--- src/rtl/axi_lite_regbank.sv ---
// axi_lite_regbank: parametrised register bank on the user side of the
// axi_lite_slave simple register interface. It holds NUM_CTRL read/write
// control words with byte strobes, NUM_STAT read-only status words, and a
// write-1-to-clear interrupt status/enable pair that drives a level interrupt.
// Optional build macro: REGBANK_ALIGN_CHECK_EN. When defined, addresses whose
// low log2(DATA_WIDTH/8) bits are nonzero are flagged invalid instead of
// being rounded down to the word boundary.

module axi_lite_regbank #(
  parameter int ADDR_WIDTH = 32,
  parameter int DATA_WIDTH = 32,
  parameter int NUM_CTRL   = 4,
  parameter int NUM_STAT   = 2,
  parameter int NUM_IRQ    = 8,
  parameter logic [DATA_WIDTH-1:0] CTRL_RESET = '0
) (
  input  logic                                           clk,
  input  logic                                           rst,
  input  logic [ADDR_WIDTH-1:0]                          i_reg_address,
  output logic                                           o_reg_invalid_addr,
  input  logic                                           i_reg_in_rdy,
  output logic                                           o_reg_in_ack_stb,
  input  logic [DATA_WIDTH-1:0]                          i_reg_in_data,
  input  logic [DATA_WIDTH/8-1:0]                        i_reg_in_strb,
  input  logic                                           i_reg_out_req,
  output logic                                           o_reg_out_rdy_stb,
  output logic [DATA_WIDTH-1:0]                          o_reg_out_data,
  output logic [NUM_CTRL*DATA_WIDTH-1:0]                 o_ctrl,
  // Kept at least one word wide so a bank without status words still elaborates.
  input  logic [(NUM_STAT > 0 ? NUM_STAT : 1)*DATA_WIDTH-1:0] i_status,
  input  logic [NUM_IRQ-1:0]                             i_irq_src,
  output logic                                           o_irq
);

  localparam int STRB_WIDTH = DATA_WIDTH / 8;
  localparam int LSB        = $clog2(STRB_WIDTH);

  localparam logic [ADDR_WIDTH-1:0] IDX_STAT       = ADDR_WIDTH'(NUM_CTRL);
  localparam logic [ADDR_WIDTH-1:0] IDX_INT_STATUS = ADDR_WIDTH'(NUM_CTRL + NUM_STAT);
  localparam logic [ADDR_WIDTH-1:0] IDX_INT_ENABLE = ADDR_WIDTH'(NUM_CTRL + NUM_STAT + 1);
`ifdef REGBANK_ALIGN_CHECK_EN
  localparam logic [ADDR_WIDTH-1:0] LOW_MASK       = ADDR_WIDTH'((1 << LSB) - 1);
`endif

  localparam logic [1:0] IDLE  = 2'd0;
  localparam logic [1:0] WRITE = 2'd1;
  localparam logic [1:0] READ  = 2'd2;
  localparam logic [1:0] DRAIN = 2'd3;

  logic [1:0]            state_q;
  logic [ADDR_WIDTH-1:0] addr_q;
  logic [DATA_WIDTH-1:0] data_q;
  logic [STRB_WIDTH-1:0] strb_q;

  logic [DATA_WIDTH-1:0] ctrl_q [NUM_CTRL];
  logic [NUM_IRQ-1:0]    int_status_q;
  logic [NUM_IRQ-1:0]    int_enable_q;

  logic [ADDR_WIDTH-1:0] addr_index;
  logic                  aligned;
  logic                  hit_ctrl;
  logic                  hit_stat;
  logic                  hit_int_status;
  logic                  hit_int_enable;
  logic                  addr_valid;
  logic [DATA_WIDTH-1:0] byte_mask;
  logic [DATA_WIDTH-1:0] rd_value;
  logic [NUM_IRQ-1:0]    irq_mask;
  logic [NUM_IRQ-1:0]    int_enable_next;
  logic [NUM_IRQ-1:0]    int_clear;

  assign addr_index = addr_q >> LSB;

  // Classify the latched address into one of the register regions.
  always_comb begin
    aligned = 1'b1;
`ifdef REGBANK_ALIGN_CHECK_EN
    aligned = ((addr_q & LOW_MASK) == '0);
`endif
    hit_ctrl       = aligned && (addr_index < IDX_STAT);
    hit_stat       = aligned && (addr_index >= IDX_STAT) && (addr_index < IDX_INT_STATUS);
    hit_int_status = aligned && (addr_index == IDX_INT_STATUS);
    hit_int_enable = aligned && (addr_index == IDX_INT_ENABLE);
    addr_valid     = hit_ctrl || hit_stat || hit_int_status || hit_int_enable;
  end

  // Expand the latched byte strobes into a per-bit write mask.
  always_comb begin
    byte_mask = '0;
    for (int b = 0; b < STRB_WIDTH; b++) begin
      byte_mask[b*8 +: 8] = {8{strb_q[b]}};
    end
  end

  // Select the word returned by a read; unmapped addresses read as zero.
  always_comb begin
    rd_value = '0;
    for (int k = 0; k < NUM_CTRL; k++) begin
      if (hit_ctrl && (addr_index == ADDR_WIDTH'(k))) begin
        rd_value = ctrl_q[k];
      end
    end
    for (int k = 0; k < NUM_STAT; k++) begin
      if (hit_stat && (addr_index == ADDR_WIDTH'(NUM_CTRL + k))) begin
        rd_value = i_status[k*DATA_WIDTH +: DATA_WIDTH];
      end
    end
    if (hit_int_status) begin
      rd_value = DATA_WIDTH'(int_status_q);
    end
    if (hit_int_enable) begin
      rd_value = DATA_WIDTH'(int_enable_q);
    end
  end

  // Interrupt-register write data: byte-merged enable and W1C clear bits.
  always_comb begin
    irq_mask        = byte_mask[NUM_IRQ-1:0];
    int_enable_next = (int_enable_q & ~irq_mask) | (data_q[NUM_IRQ-1:0] & irq_mask);
    int_clear       = '0;
    if ((state_q == WRITE) && hit_int_status) begin
      int_clear = data_q[NUM_IRQ-1:0] & irq_mask;
    end
  end

  // Request sequencer: latch one request, service it, then wait for the
  // requester to drop its lines so a held request is not serviced twice.
  always_ff @(posedge clk) begin
    if (rst) begin
      state_q            <= IDLE;
      addr_q             <= '0;
      data_q             <= '0;
      strb_q             <= '0;
      o_reg_in_ack_stb   <= 1'b0;
      o_reg_out_rdy_stb  <= 1'b0;
      o_reg_invalid_addr <= 1'b0;
      o_reg_out_data     <= '0;
    end else begin
      o_reg_in_ack_stb   <= 1'b0;
      o_reg_out_rdy_stb  <= 1'b0;
      o_reg_invalid_addr <= 1'b0;
      case (state_q)
        IDLE: begin
          if (i_reg_in_rdy) begin
            addr_q  <= i_reg_address;
            data_q  <= i_reg_in_data;
            strb_q  <= i_reg_in_strb;
            state_q <= WRITE;
          end else if (i_reg_out_req) begin
            addr_q  <= i_reg_address;
            state_q <= READ;
          end
        end
        WRITE: begin
          o_reg_in_ack_stb   <= 1'b1;
          o_reg_invalid_addr <= !addr_valid;
          state_q            <= DRAIN;
        end
        READ: begin
          o_reg_out_rdy_stb  <= 1'b1;
          o_reg_invalid_addr <= !addr_valid;
          o_reg_out_data     <= rd_value;
          state_q            <= DRAIN;
        end
        DRAIN: begin
          if (!i_reg_in_rdy && !i_reg_out_req) begin
            state_q <= IDLE;
          end
        end
        default: state_q <= IDLE;
      endcase
    end
  end

  // Control registers take byte-strobed writes while in WRITE.
  always_ff @(posedge clk) begin
    if (rst) begin
      for (int k = 0; k < NUM_CTRL; k++) begin
        ctrl_q[k] <= CTRL_RESET;
      end
    end else if ((state_q == WRITE) && hit_ctrl) begin
      for (int k = 0; k < NUM_CTRL; k++) begin
        if (addr_index == ADDR_WIDTH'(k)) begin
          ctrl_q[k] <= (ctrl_q[k] & ~byte_mask) | (data_q & byte_mask);
        end
      end
    end
  end

  // Interrupt status accumulates sources (a set beats a same-cycle clear),
  // and the request line is registered from the pre-update status/enable.
  always_ff @(posedge clk) begin
    if (rst) begin
      int_status_q <= '0;
      int_enable_q <= '0;
      o_irq        <= 1'b0;
    end else begin
      int_status_q <= (int_status_q & ~int_clear) | i_irq_src;
      if ((state_q == WRITE) && hit_int_enable) begin
        int_enable_q <= int_enable_next;
      end
      o_irq <= |(int_status_q & int_enable_q);
    end
  end

  // Flatten the control registers onto the packed output bus.
  always_comb begin
    o_ctrl = '0;
    for (int k = 0; k < NUM_CTRL; k++) begin
      o_ctrl[k*DATA_WIDTH +: DATA_WIDTH] = ctrl_q[k];
    end
  end

endmodule

--- config.mk ---
export PLATFORM = sky130hd
export DESIGN_NAME = axi_lite_regbank
export DESIGN_NICKNAME = d
export VERILOG_FILES = /design/src/rtl/axi_lite_regbank.sv
export SDC_FILE = /design/constraint.sdc
export NUM_CORES = 1
export LEC_CHECK = 0
export ABC_AREA = 1
export CAP_MARGIN = 20
export CELL_PAD_IN_SITES_DETAIL_PLACEMENT = 0
export CELL_PAD_IN_SITES_GLOBAL_PLACEMENT = 1
export CORE_AREA = 4 4 196 217
export DETAILED_ROUTE_END_ITERATION = 8
export DIE_AREA = 0 0 200 221
export PLACE_DENSITY_LB_ADDON = 0.15
export SLEW_MARGIN = 30
export SYNTH_ARGS = -nofsm -noshare
export SYNTH_HDL_FRONTEND = slang
export SYNTH_SLANG_ARGS = --single-unit
export TNS_END_PERCENT = 10
--- constraint.sdc ---
create_clock -name clk -period 4.4 [get_ports clk]
set_input_delay 0.66 -clock clk [delete_from_list [all_inputs] [get_ports clk]]
set_output_delay 0.66 -clock clk [all_outputs]
set_load 0.01 [all_outputs]
After elaboration in Yosys (flattened, before gate mapping)
Memories as Yosys holds them, arrays and structs flattened.
Index checks and enable logic that the tools add are counted.
- bits in registers: 122
- memory bits (writable): 128
- memories kept: 1
- memory list (memory ; words ; bits a word ; rd ports ; clocked after memory_dff ; write ports ; line ; text):
    ctrl_q ; 4 ; 32 ; 4 ; 0 ; 4 ; 55 ; logic [DATA_WIDTH-1:0] ctrl_q [NUM_CTRL];
- reduce and logical (&&, ||, !) cells: 26
- mux-type cells: 39
- equality and inequality tests: 12
- $lt $le $gt $ge: 3
- bitwise logic cells: 23
- operators with widths (kind ; number):
    32-bit two-way mux ; 14
    32-bit AND ; 5
    32-bit OR ; 4
    30-bit by 3-bit equality test with 1-bit output, second input constant ; 4
    30-bit by 2-bit equality test with 1-bit output, second input constant ; 2
    30-bit by 3-bit less-than comparator with 1-bit output, second input constant ; 2
    8-bit AND ; 4
    32-bit logical NOT ; 1
    32-bit NOT ; 1
    30-bit by 1-bit equality test with 1-bit output, second input constant ; 1
    30-bit by 3-bit >= comparator with 1-bit output, second input constant ; 1
    1-bit two-way mux ; 20
    8-bit NOT ; 2
    8-bit OR ; 2
    1-bit logical AND ; 11
    8-bit two-way mux ; 1
    8-bit OR reduction ; 1
    2-bit two-way mux ; 3
    2-bit case mux with 3 select lines ; 1
    2-bit AND reduction ; 3
    2-bit equality test, second input constant ; 2
    1-bit OR ; 4
    2-bit OR reduction ; 2
    1-bit logical NOT ; 3
    other kinds (7) ; 9

Depth between registers and ports, before layout
Gate-level depths: netlist of the first run.
- word-level depth: 10
- gate-level depth with buffers: 15
- gate-level depth less buffers: 14

Least setup slack after synthesis of the first run
OpenSTA, ideal clock, no wires.
- kind: reg-to-reg
- start point: register addr_q[8]
- end point: memory ctrl_q[2][0] (enable)
- stages on the path, launching flop included: 9
- data arrival time: 3.491 ns
- path slack: 0.443 ns
- period minus slack after synthesis: 3.957 ns
- data required time: 3.934 ns
- library setup time: 0.466 ns
- cells stage by stage: dfxtp_1 > nor2_1 > nand2_2 > clkinv_2 > nand2_1 > nor2_4 > nand2_4 > buf_2 > o21ai_0
- RTL lines (item ; line ; text):
    start, declared ; 51 ; logic [ADDR_WIDTH-1:0] addr_q;
    start signal, assigned ; 145 ; addr_q <= i_reg_address;
    start signal, assigned ; 150 ; addr_q <= i_reg_address;
    end, declared ; 55 ;

==> results of run 1 <==
==> cell families after synthesis <==
logic type                 Yosys count  synth area share [%]
and+or+nand+nor                    665                 24.04
AOI/OAI and AO/OA                  371                 15.79
DFF                                248                 52.34
buffers and inverters              212                 7.308
adders and majority gates            5                0.5242
==> worst max-delay path by stage <==
| stage | to | slack [ns] | depth (start not counted) |
|---|---|---|---|
| finish | ctrl_q[2][22] | 1.42 | 10 |
| global route | ctrl_q[3][23] | 1.09 | 11 |
| CTS | ctrl_q[3][23] | 1.35 | 11 |
| detailed placement | ctrl_q[3][5] | 1.40 | 11 |
| global placement | ctrl_q[2][21] | 1.45 | 10 |
| floorplan | ctrl_q[2][0] | 0.44 | 8 |
==> final cells by class <==
cell class / instances / share of cell area, %
Clock buffer: 34 / 4.791
Clock inverter: 22 / 0.9672
Inverter: 131 / 3.039
Multi-Input combinational cell: 1041 / 29.66
Sequential cell: 248 / 38.02
Tap cell: 513 / 3.907
Timing Repair Buffer: 325 / 19.62
==> metal layers <==
| metal | part of all wire (%) | vias up | wire length, microns | GRT usage, % |
|---|---|---|---|---|
| met2 | 45 | 344 | 21600 | 32.55 |
| met4 | 2.0 | 0 | 947 | 4.668 |
| met1 | 46 | 5245 | 21780 | 29.79 |
| li1 | - | 5576 | - | - |
| met5 | 0 | - | 0 | 0 |
| met3 | 6.9 | 55 | 3282 | 3.788 |
==> worst reg2reg max path: cells and delay by family (launching register included) <==
family                 cells  cell delay [ns]
AND/OR/NAND/NOR            7             1.62
buffers and inverters      3             0.90
flip-flops                 1             0.31
==> per-stage QoR <==
| step | setup WS, ns | area (sq um) | hold WS [ns] |
|---|---|---|---|
| floorplan | 0.4433 | 11930 | 0.4439 |
| CTS | 1.346 | 16410 | 0.4209 |
| detailed placement | 1.397 | 15470 | 0.4570 |
| global route | 1.093 | 16430 | 0.4471 |
| finish | 1.424 | 16430 | 0.4584 |
| global placement | 1.447 | 15460 | 0.4515 |
==> sequential cells by signal, summed over array words and instances, names as in the netlist, named ones only <==
signal              cells
ctrl_q                128
data_q                 32
o_reg_out_data         32
addr_q                 30
int_status_q            8
strb_q                  4
state_q                 2
o_irq                   1
o_reg_in_ack_stb        1
o_reg_invalid_addr      1
o_reg_out_rdy_stb       1
==> where the power goes <==
group	internal (mW)	total, mW	switching (mW)
registers	2.58	2.71	0.124
clock network	1.35	2.41	1.06
logic	0.393	1.04	0.645
==> cell usage in the layout, fill, tap and decap left out, types with 30 or more instances in the layout <==
master / count
a21oi_1: 245
nand3_1: 88
nand2_1: 229
inv_1: 110
o21ai_1: 30
clkbuf_16: 31
nor2_1: 287
edfxtp_1: 128
dfxtp_1: 120
clkdlybuf4s50_1: 304
o21ai_0: 85
==> results.json, run 1 <==
{
  "status": "finished clean",
  "io_pins": 308,
  "finalMaxSlewViolations": 0,
  "antenna_found_initial": 0,
  "synthCells": 1501,
  "min_period_ns": 2.976,
  "grt_overflow": 0,
  "setup.worst_path.start": "addr_q[8]",
  "cts_tree": "built",
  "r2r_start": "addr_q[8]",
  "power_mw": 6.153,
  "power_density_nw_per_um2": 374.5,
  "postCtsHoldBufs": 0,
  "worstHoldStart": "rst",
  "fin_skew_ns": 0.01548,
  "synth_cell_type_count": 40,
  "post_cts_resized": 0,
  "crit_type": "reg -> reg",
  "syn_avg_cell_area_sq_um": 7.951,
  "holdPathEnd": "o_reg_in_ack_stb",
  "die_w_microns": 200,
  "syn_area_sq_um": 11930,
  "synthArstFlopShare_pct": 0,
  "worstPathCellList": "nor2_1 > nand2_2 > clkinv_2 > nand2_1 > nor2_4 > nand2_4 > clkinv_2 > nand2_1 > buf_12 > nor2_1",
  "ant_nets": 0,
  "clock-root-buffer": "clkbuf_16",
  "grt_use_total_pct": 20.74,
  "dpl.hpwl_microns": 34100,
  "worst_setup_path_start_kind": "flop",
  "wl_per_cell_microns": 20.57,
  "rrSetupSlack_ns": 1.42,
  "clock.fmax_ghz": 0.3360,
  "syn_to_final_growth_pct": 37.66,
  "cts_setup_buffers": 0,
  "critical_path.slowest_cell": "nand2_1",
  "coreArea_sq_um": 40170,
  "ys_top_cells_by_area": "edfxtp_1 32%, dfxtp_1 20%, a21oi_1 10%, nor2_1 9.0%, nand2_1 7.2%",
  "dieArea_sq_um": 44200,
  "synth_edf_count": 128,
  "final_core_util_pct": 40.89,
  "drt_iter0_markers": 603,
  "yosysMostFrequentCell": "nor2_1",
  "max_stage_delay_ns": 0.49,
  "grt_pass1_vias": 11109,
  "cts_htree_levels": 1,
  "ys_seq_area_share_pct": 52.34,
  "cts.clk_slew.worst_paths_ns": 0.06,
  "path_buf_inv": 3,
  "final_cell_count_no_fill": 2314,
  "synth_ff_type": "edfxtp_1",
  "cp_max_fo": 25,
  "diodes": 0,
  "synth_commonest_cells": "287 x nor2_1, 245 x a21oi_1, 230 x nand2_1",
  "drt_first_pass_iters": 5,
  "multi_input_area_sq_um": 4872,
  "worst_slew_pin_slew_ns": 0.9485,
  "layout.nets": 1926,
  "worst_ep_required_time_ns": 4.82,
  "finalSetupViolCount": 0,
  "die_y_microns": 221,
  "vias": 11220,
  "viasPerCell": 4.849,
  "grt_max_degree": 51,
  "num-fill-cells": 4175,
  "place_congestion": 0.8367,
  "ys_warn_count": 0,
  "ys_ff_latch": 248,
  "synth_fp_nets": 1650,
  "placementRows": 77,
  "tns_ns": 0,
  "cts_buffers": 30,
  "clk_latency_ns": 0.57,
  "synth_top_area_cell": "edfxtp_1",
  "hold_class": "in -> reg",
  "irDropWorstVdd_mv": 0.3370,
  "arrival_ns": 3.40,
  "synth_top_cell_area_share_pct": 32.21,
  "r2r-end": "ctrl_q[2][22]",
  "leakage_nw": 6.536,
  "cap_violations": 0,
  "start_util_pct": 29.71,
  "wirelength_microns": 47600,
  "clk_path_buf_depth": 3,
  "port_buffers": 305,
  "grt_pass1_wl_microns": 70550,
  "min_period_over_period_pct": 67.65,
  "place_inst": 2258,
  "relSlewSlack_pct": 36.38,
  "hold_violations": 0,
  "end_kind": "flop",
  "rr_worst_depth": 10,
  "drc": 0,
  "cts.sinks": 248,
  "hold_depth": 2,
  "layout-drive-gt1-share_pct": 6.663,
  "crit_family": "simple AND/OR/NAND/NOR gates",
  "rsz0062_at_grt": "false",
  "regArea_sq_um": 6246
}
Note: power is estimated with default switching activity, not from simulation.
==> inputs of run 2 (changes only) <==
Clock period 4.4 ns to 2.8 ns, I/O delays scaled along.
==> run 2 against run 1 <==
Critical path depth grew 3. Largest cell class unchanged. Worst hold slack got worse by 0.34 ns. Routed wire length down 2.0%. Sequential share of layout area fell by 0.41 points. Clock-buffer cell count grew 3.
==> results.json, run 2 (same netlist as run 1, synthesis figures left out) <==
{
  "layout-drive-gt1-share_pct": 7.489,
  "die_w_microns": 200,
  "vias": 11138,
  "pwr-share-seq_pct": 43.1,
  "combPwrFrac_pct": 17.1,
  "worstPathCellList": "nor2_1 > nand2_2 > clkinv_2 > nand2_1 > nor2_4 > nand2_4 > clkinv_2 > nand2_1 > nand3_1 > nor2_1 > o21ai_1 > nand2_1 > a21oi_1",
  "syn_to_final_growth_pct": 39.15,
  "num-fill-cells": 4154,
  "min_period_over_period_pct": 91.29,
  "cts_tree": "built",
  "finalSetupViolCount": 0,
  "max_stage_delay_ns": 0.38,
  "largest_register_ffs": 128,
  "final_core_util_pct": 41.33,
  "viasPerCell": 4.780,
  "dpl.hpwl_microns": 34610,
  "grt_busiest_layer": "met2",
  "postCtsHoldBufs": 0,
  "arrival_ns": 2.97,
  "drc": 0,
  "placementRows": 77,
  "antenna_found_initial": 1,
  "cp_common_cell": "nand2_1",
  "worst_slew_pin_slew_ns": 0.9232,
  "regMostFlops": "ctrl_q",
  "gr-usage-met2_pct": 32.26,
  "io_pins": 308,
  "cts.sinks": 248,
  "grt_pass1_wl_microns": 69300,
  "cts.clk_slew.worst_paths_ns": 0.06,
  "clk_latency_ns": 0.56,
  "netSwitchingPower_mw": 2.765,
  "coreArea_sq_um": 40170,
  "die_y_microns": 221,
  "final_common_cell": "clkdlybuf4s50_1",
  "fin_area_sq_um": 16610,
  "cts_setup_buffers": 0,
  "irDropWorstVdd_mv": 0.4664,
  "wl_per_cell_microns": 20.01,
  "layout.nets": 1944,
  "start_util_pct": 29.71,
  "tns_ns": 0,
  "cap_violations": 0,
  "clk_path_buf_depth": 3,
  "wirelength_microns": 46630,
  "grt_overflow": 0,
  "grt_use_total_pct": 20.27,
  "switching_share_pct": 28.16,
  "intPower_mw": 7.054,
  "worst_setup_path_start_kind": "flop",
  "reg_top3": "ctrl_q: 128 flops, data_q: 32 flops, o_reg_out_data: 32 flops",
  "use_met1_pct": 28.31,
  "critical_path.slowest_cell": "clkinv_2",
  "place_congestion": 0.8549,
  "port_buffers": 305,
  "dpl_cell_area_sq_um": 15630,
  "grtUsageMet3_pct": 4.214,
  "grt_pass1_vias": 11026,
  "power_density_nw_per_um2": 591.3,
  "grt_max_degree": 52,
  "path_buf_inv": 2,
  "cts_buffers": 29,
  "dieArea_sq_um": 44200,
  "clock.fmax_ghz": 0.3912,
  "finalMaxSlewViolations": 0,
  "status": "finished clean",
  "place_inst": 2277,
  "crit_family": "simple AND/OR/NAND/NOR gates",
  "clock_power_share_pct": 39.7,
  "clock-root-buffer": "clkbuf_16",
  "mostFrequentLayoutCells": "304 x clkdlybuf4s50_1, 287 x nor2_1, 245 x a21oi_1, 230 x nand2_1, 128 x edfxtp_1",
  "post_cts_resized": 0,
  "hold_class": "in -> reg",
  "worst_ep_required_time_ns": 3.22,
  "crit_type": "reg -> reg",
  "rsz0062_at_grt": "false",
  "min_period_ns": 2.556,
  "cts_htree_levels": 1,
  "hold_violations": 0,
  "fin_skew_ns": 0.01911,
  "drt_iter0_markers": 675,
  "relSlewSlack_pct": 38.07,
  "drt_first_pass_iters": 5,
  "end_kind": "flop",
  "cp_max_fo": 25,
  "ant_nets": 0,
  "leakage_nw": 6.675,
  "final_cell_count_no_fill": 2330
}
run 2: changes by cell type in the layout (fill, tap and decap cells not counted), sizes merged:
cell      delta
inv          +1
clkinvlp     -4
buf         +19
bufinv       +2
clkinv       -6
diode        +1
clkbuf       +3
run 2: final cells by class:
class | count | area (sq um) | area share, %
timing repair buffer | 344 | 3391 | 20.42
sequential | 248 | 6246 | 37.61
inverter | 131 | 499.2 | 3.006
clock inverter | 15 | 148.9 | 0.8966
clock buffer | 37 | 827.0 | 4.980
multi-input combinational | 1041 | 4850 | 29.20
tap | 513 | 641.9 | 3.865
antenna | 1 | 2.502 | 0.01507
run 2: power groups by stage:
| stage | clock network [mW] | logic (mW) | registers (mW) |
|---|---|---|---|
| final | 3.90 | 1.68 | 4.24 |
| after global routing | 4.13 | 1.87 | 4.27 |
| after CTS | 4.00 | 1.70 | 4.24 |
| after detailed placement | 0 | 1.69 | 4.31 |
| after global placement | 0 | 1.68 | 4.31 |
| after floorplan | 0 | 0.961 | 4.29 |
run 2: path summary, 6_finish.rpt:
| kind | cells after the start | end | slack, ns | start |
|---|---|---|---|---|
| min | 2 | int_status_q[6] | 0.12 | rst |
| max reg2reg | 13 | o_reg_out_data[25] | 0.24 | addr_q[8] |
| max | 13 | o_reg_out_data[25] | 0.24 | addr_q[8] |
| min reg2reg | 2 | o_reg_out_data[9] | 0.46 | o_reg_out_data[9] |
run 2: routing by layer:
| layer | up-vias | part of all wire [%] | wire length (microns) |
|---|---|---|---|
| met4 | 0 | 2.2 | 1023 |
| met1 | 5181 | 46 | 21490 |
| li1 | 5611 | - | - |
| met3 | 55 | 6.1 | 2860 |
| met2 | 291 | 46 | 21260 |
| met5 | - | 0 | 0 |
run 2: through the flow:
stage	total power [mW]	setup slack, ns	hold WS [ns]
floorplan	5.251	-0.1078	0.4439
global placement	5.988	0.3021	0.4518
detailed placement	6.002	0.2750	0.4566
CTS	9.942	0.2516	0.08529
global route	10.28	0.03269	0.1027
finish	9.819	0.2440	0.1179
==> inputs of run 3 (changes only) <==
Settings changed: CTS_CLUSTER_SIZE from default to 8.
==> run 3 against run 2 <==
Utilization grew 0.25 points. Design area is 0.60% higher. Maximum frequency grew 0.93%. Non-clock buffer count unchanged. First-iteration DRC count is 5.2% lower. Clock-buffer cell count grew 21. Sequential power barely moved. Combinational power about the same. Global-route usage is 0.13 points higher. Final cell count up 0.34%. Via count up 0.76%. Sequential cell count stayed put.
==> results.json, run 3 (same netlist as run 1, synthesis figures left out) <==
{
  "layout.nets": 1952,
  "worst_slew_pin_slew_ns": 0.6180,
  "dieArea_sq_um": 44200,
  "clk_path_buf_depth": 3,
  "viasPerCell": 4.800,
  "layout-drive-gt1-share_pct": 7.178,
  "place_inst": 2277,
  "start_util_pct": 29.71,
  "final_cell_count_no_fill": 2338,
  "clock.fmax_ghz": 0.3949,
  "grt_use_total_pct": 20.40,
  "hold_class": "in -> reg",
  "irDropWorstVdd_mv": 0.3337,
  "largest_register_ffs": 128,
  "diodes": 0,
  "die_y_microns": 221,
  "dpl.hpwl_microns": 34610,
  "end_kind": "flop",
  "syn_to_final_growth_pct": 39.99,
  "power_density_nw_per_um2": 606.5,
  "min_period_over_period_pct": 90.45,
  "drt_iter0_markers": 640,
  "worst_ep_required_time_ns": 3.18,
  "clock-root-buffer": "clkbuf_16",
  "grt_max_degree": 52,
  "mostFrequentLayoutCells": "304 x clkdlybuf4s50_1, 287 x nor2_1, 245 x a21oi_1, 230 x nand2_1, 128 x edfxtp_1",
  "cts_htree_levels": 2,
  "wl_per_cell_microns": 20.05,
  "coreArea_sq_um": 40170,
  "final_common_cell": "clkdlybuf4s50_1",
  "post_cts_resized": 0,
  "clk_latency_ns": 0.53,
  "cts.clk_slew.worst_paths_ns": 0.05,
  "die_w_microns": 200,
  "drc": 0,
  "cts.sinks": 248,
  "cp_max_fo": 25,
  "cts_setup_buffers": 0,
  "io_pins": 308,
  "ant_nets": 0,
  "grt_overflow": 0,
  "vias": 11223,
  "cts_tree": "built",
  "grt_pass1_vias": 11139,
  "drt_first_pass_iters": 5,
  "fin_skew_ns": 0.02711,
  "cap_violations": 0,
  "status": "finished clean",
  "place_ws_ns": 0.2750,
  "max_stage_delay_ns": 0.39,
  "cp_common_cell": "nand2_1",
  "antenna_found_initial": 0,
  "grt_pass1_wl_microns": 69590,
  "arrival_ns": 2.91,
  "relSlewSlack_pct": 58.74,
  "wirelength_microns": 46870,
  "placementRows": 77,
  "hold_ws_ns": 0.1679,
  "worst_setup_path_start_kind": "flop",
  "worstPathCellList": "nor2_1 > nand2_2 > clkinv_2 > nand2_1 > nor2_4 > nand2_4 > clkinv_2 > nand2_1 > nand3_1 > nor2_1 > o21ai_1 > nand2_1 > a21oi_1",
  "rsz0062_at_grt": "false",
  "place_congestion": 0.8549,
  "fin_ws_ns": 0.2674,
  "cts_buffers": 37,
  "postCtsHoldBufs": 0,
  "critical_path.slowest_cell": "nor2_1",
  "tns_ns": 0,
  "reg_top3": "ctrl_q: 128 flops, data_q: 32 flops, o_reg_out_data: 32 flops",
  "finalMaxSlewViolations": 0,
  "crit_type": "reg -> reg",
  "port_buffers": 305,
  "finalSetupViolCount": 0,
  "power_mw": 10.13,
  "min_period_ns": 2.533,
  "regMostFlops": "ctrl_q",
  "hold_violations": 0,
  "leakage_nw": 6.702
}
run 3: final cells by class:
| cell class | count | area (sq um) |
|---|---|---|
| tap | 513 | 641.9 |
| clock inverter | 3 | 42.54 |
| fill | 4166 | 23470 |
| clock buffer | 58 | 1036 |
| inverter | 131 | 499.2 |
| timing repair buffer | 344 | 3391 |
| multi-input combinational | 1041 | 4850 |
| sequential | 248 | 6246 |
run 3: path summary, 6_finish.rpt:
path	slack (ns)	end	startpoint	depth (start not counted)
setup / recovery	0.27	o_reg_out_data[27]	addr_q[8]	13
hold / removal	0.17	int_status_q[6]	rst	2
setup reg to reg	0.27	o_reg_out_data[27]	addr_q[8]	13
hold reg to reg	0.46	o_reg_out_data[9]	o_reg_out_data[9]	2
run 3: critical path, delay by kind of cell (launching register included):
kind / cells / cell delay [ns]
flip-flops: 1 / 0.33
buffers and inverters: 2 / 0.56
AO/OA/AOI/OAI: 2 / 0.16
AND/OR/NAND/NOR: 9 / 1.34
run 3: power breakdown:
part           internal (mW)  switching [mW]
clock                   2.54            1.67
combinational          0.651            1.03
sequential              4.06           0.178
total                   7.25            2.88
run 3: through the flow:
step,util (%),cell area (sq um)
detailed placement,38.90,15630
global route,41.58,16710
global placement,38.90,15630
finish,41.58,16710
floorplan,-,11940
CTS,41.58,16710
run 3: routing by layer:
layer | part of all wire (%) | up-vias | track usage [%]
met5 | 0 | - | 0
met4 | 2.3 | 0 | 4.865
met3 | 5.9 | 60 | 4.092
met2 | 45 | 294 | 32.23
met1 | 47 | 5249 | 28.79
li1 | - | 5620 | -
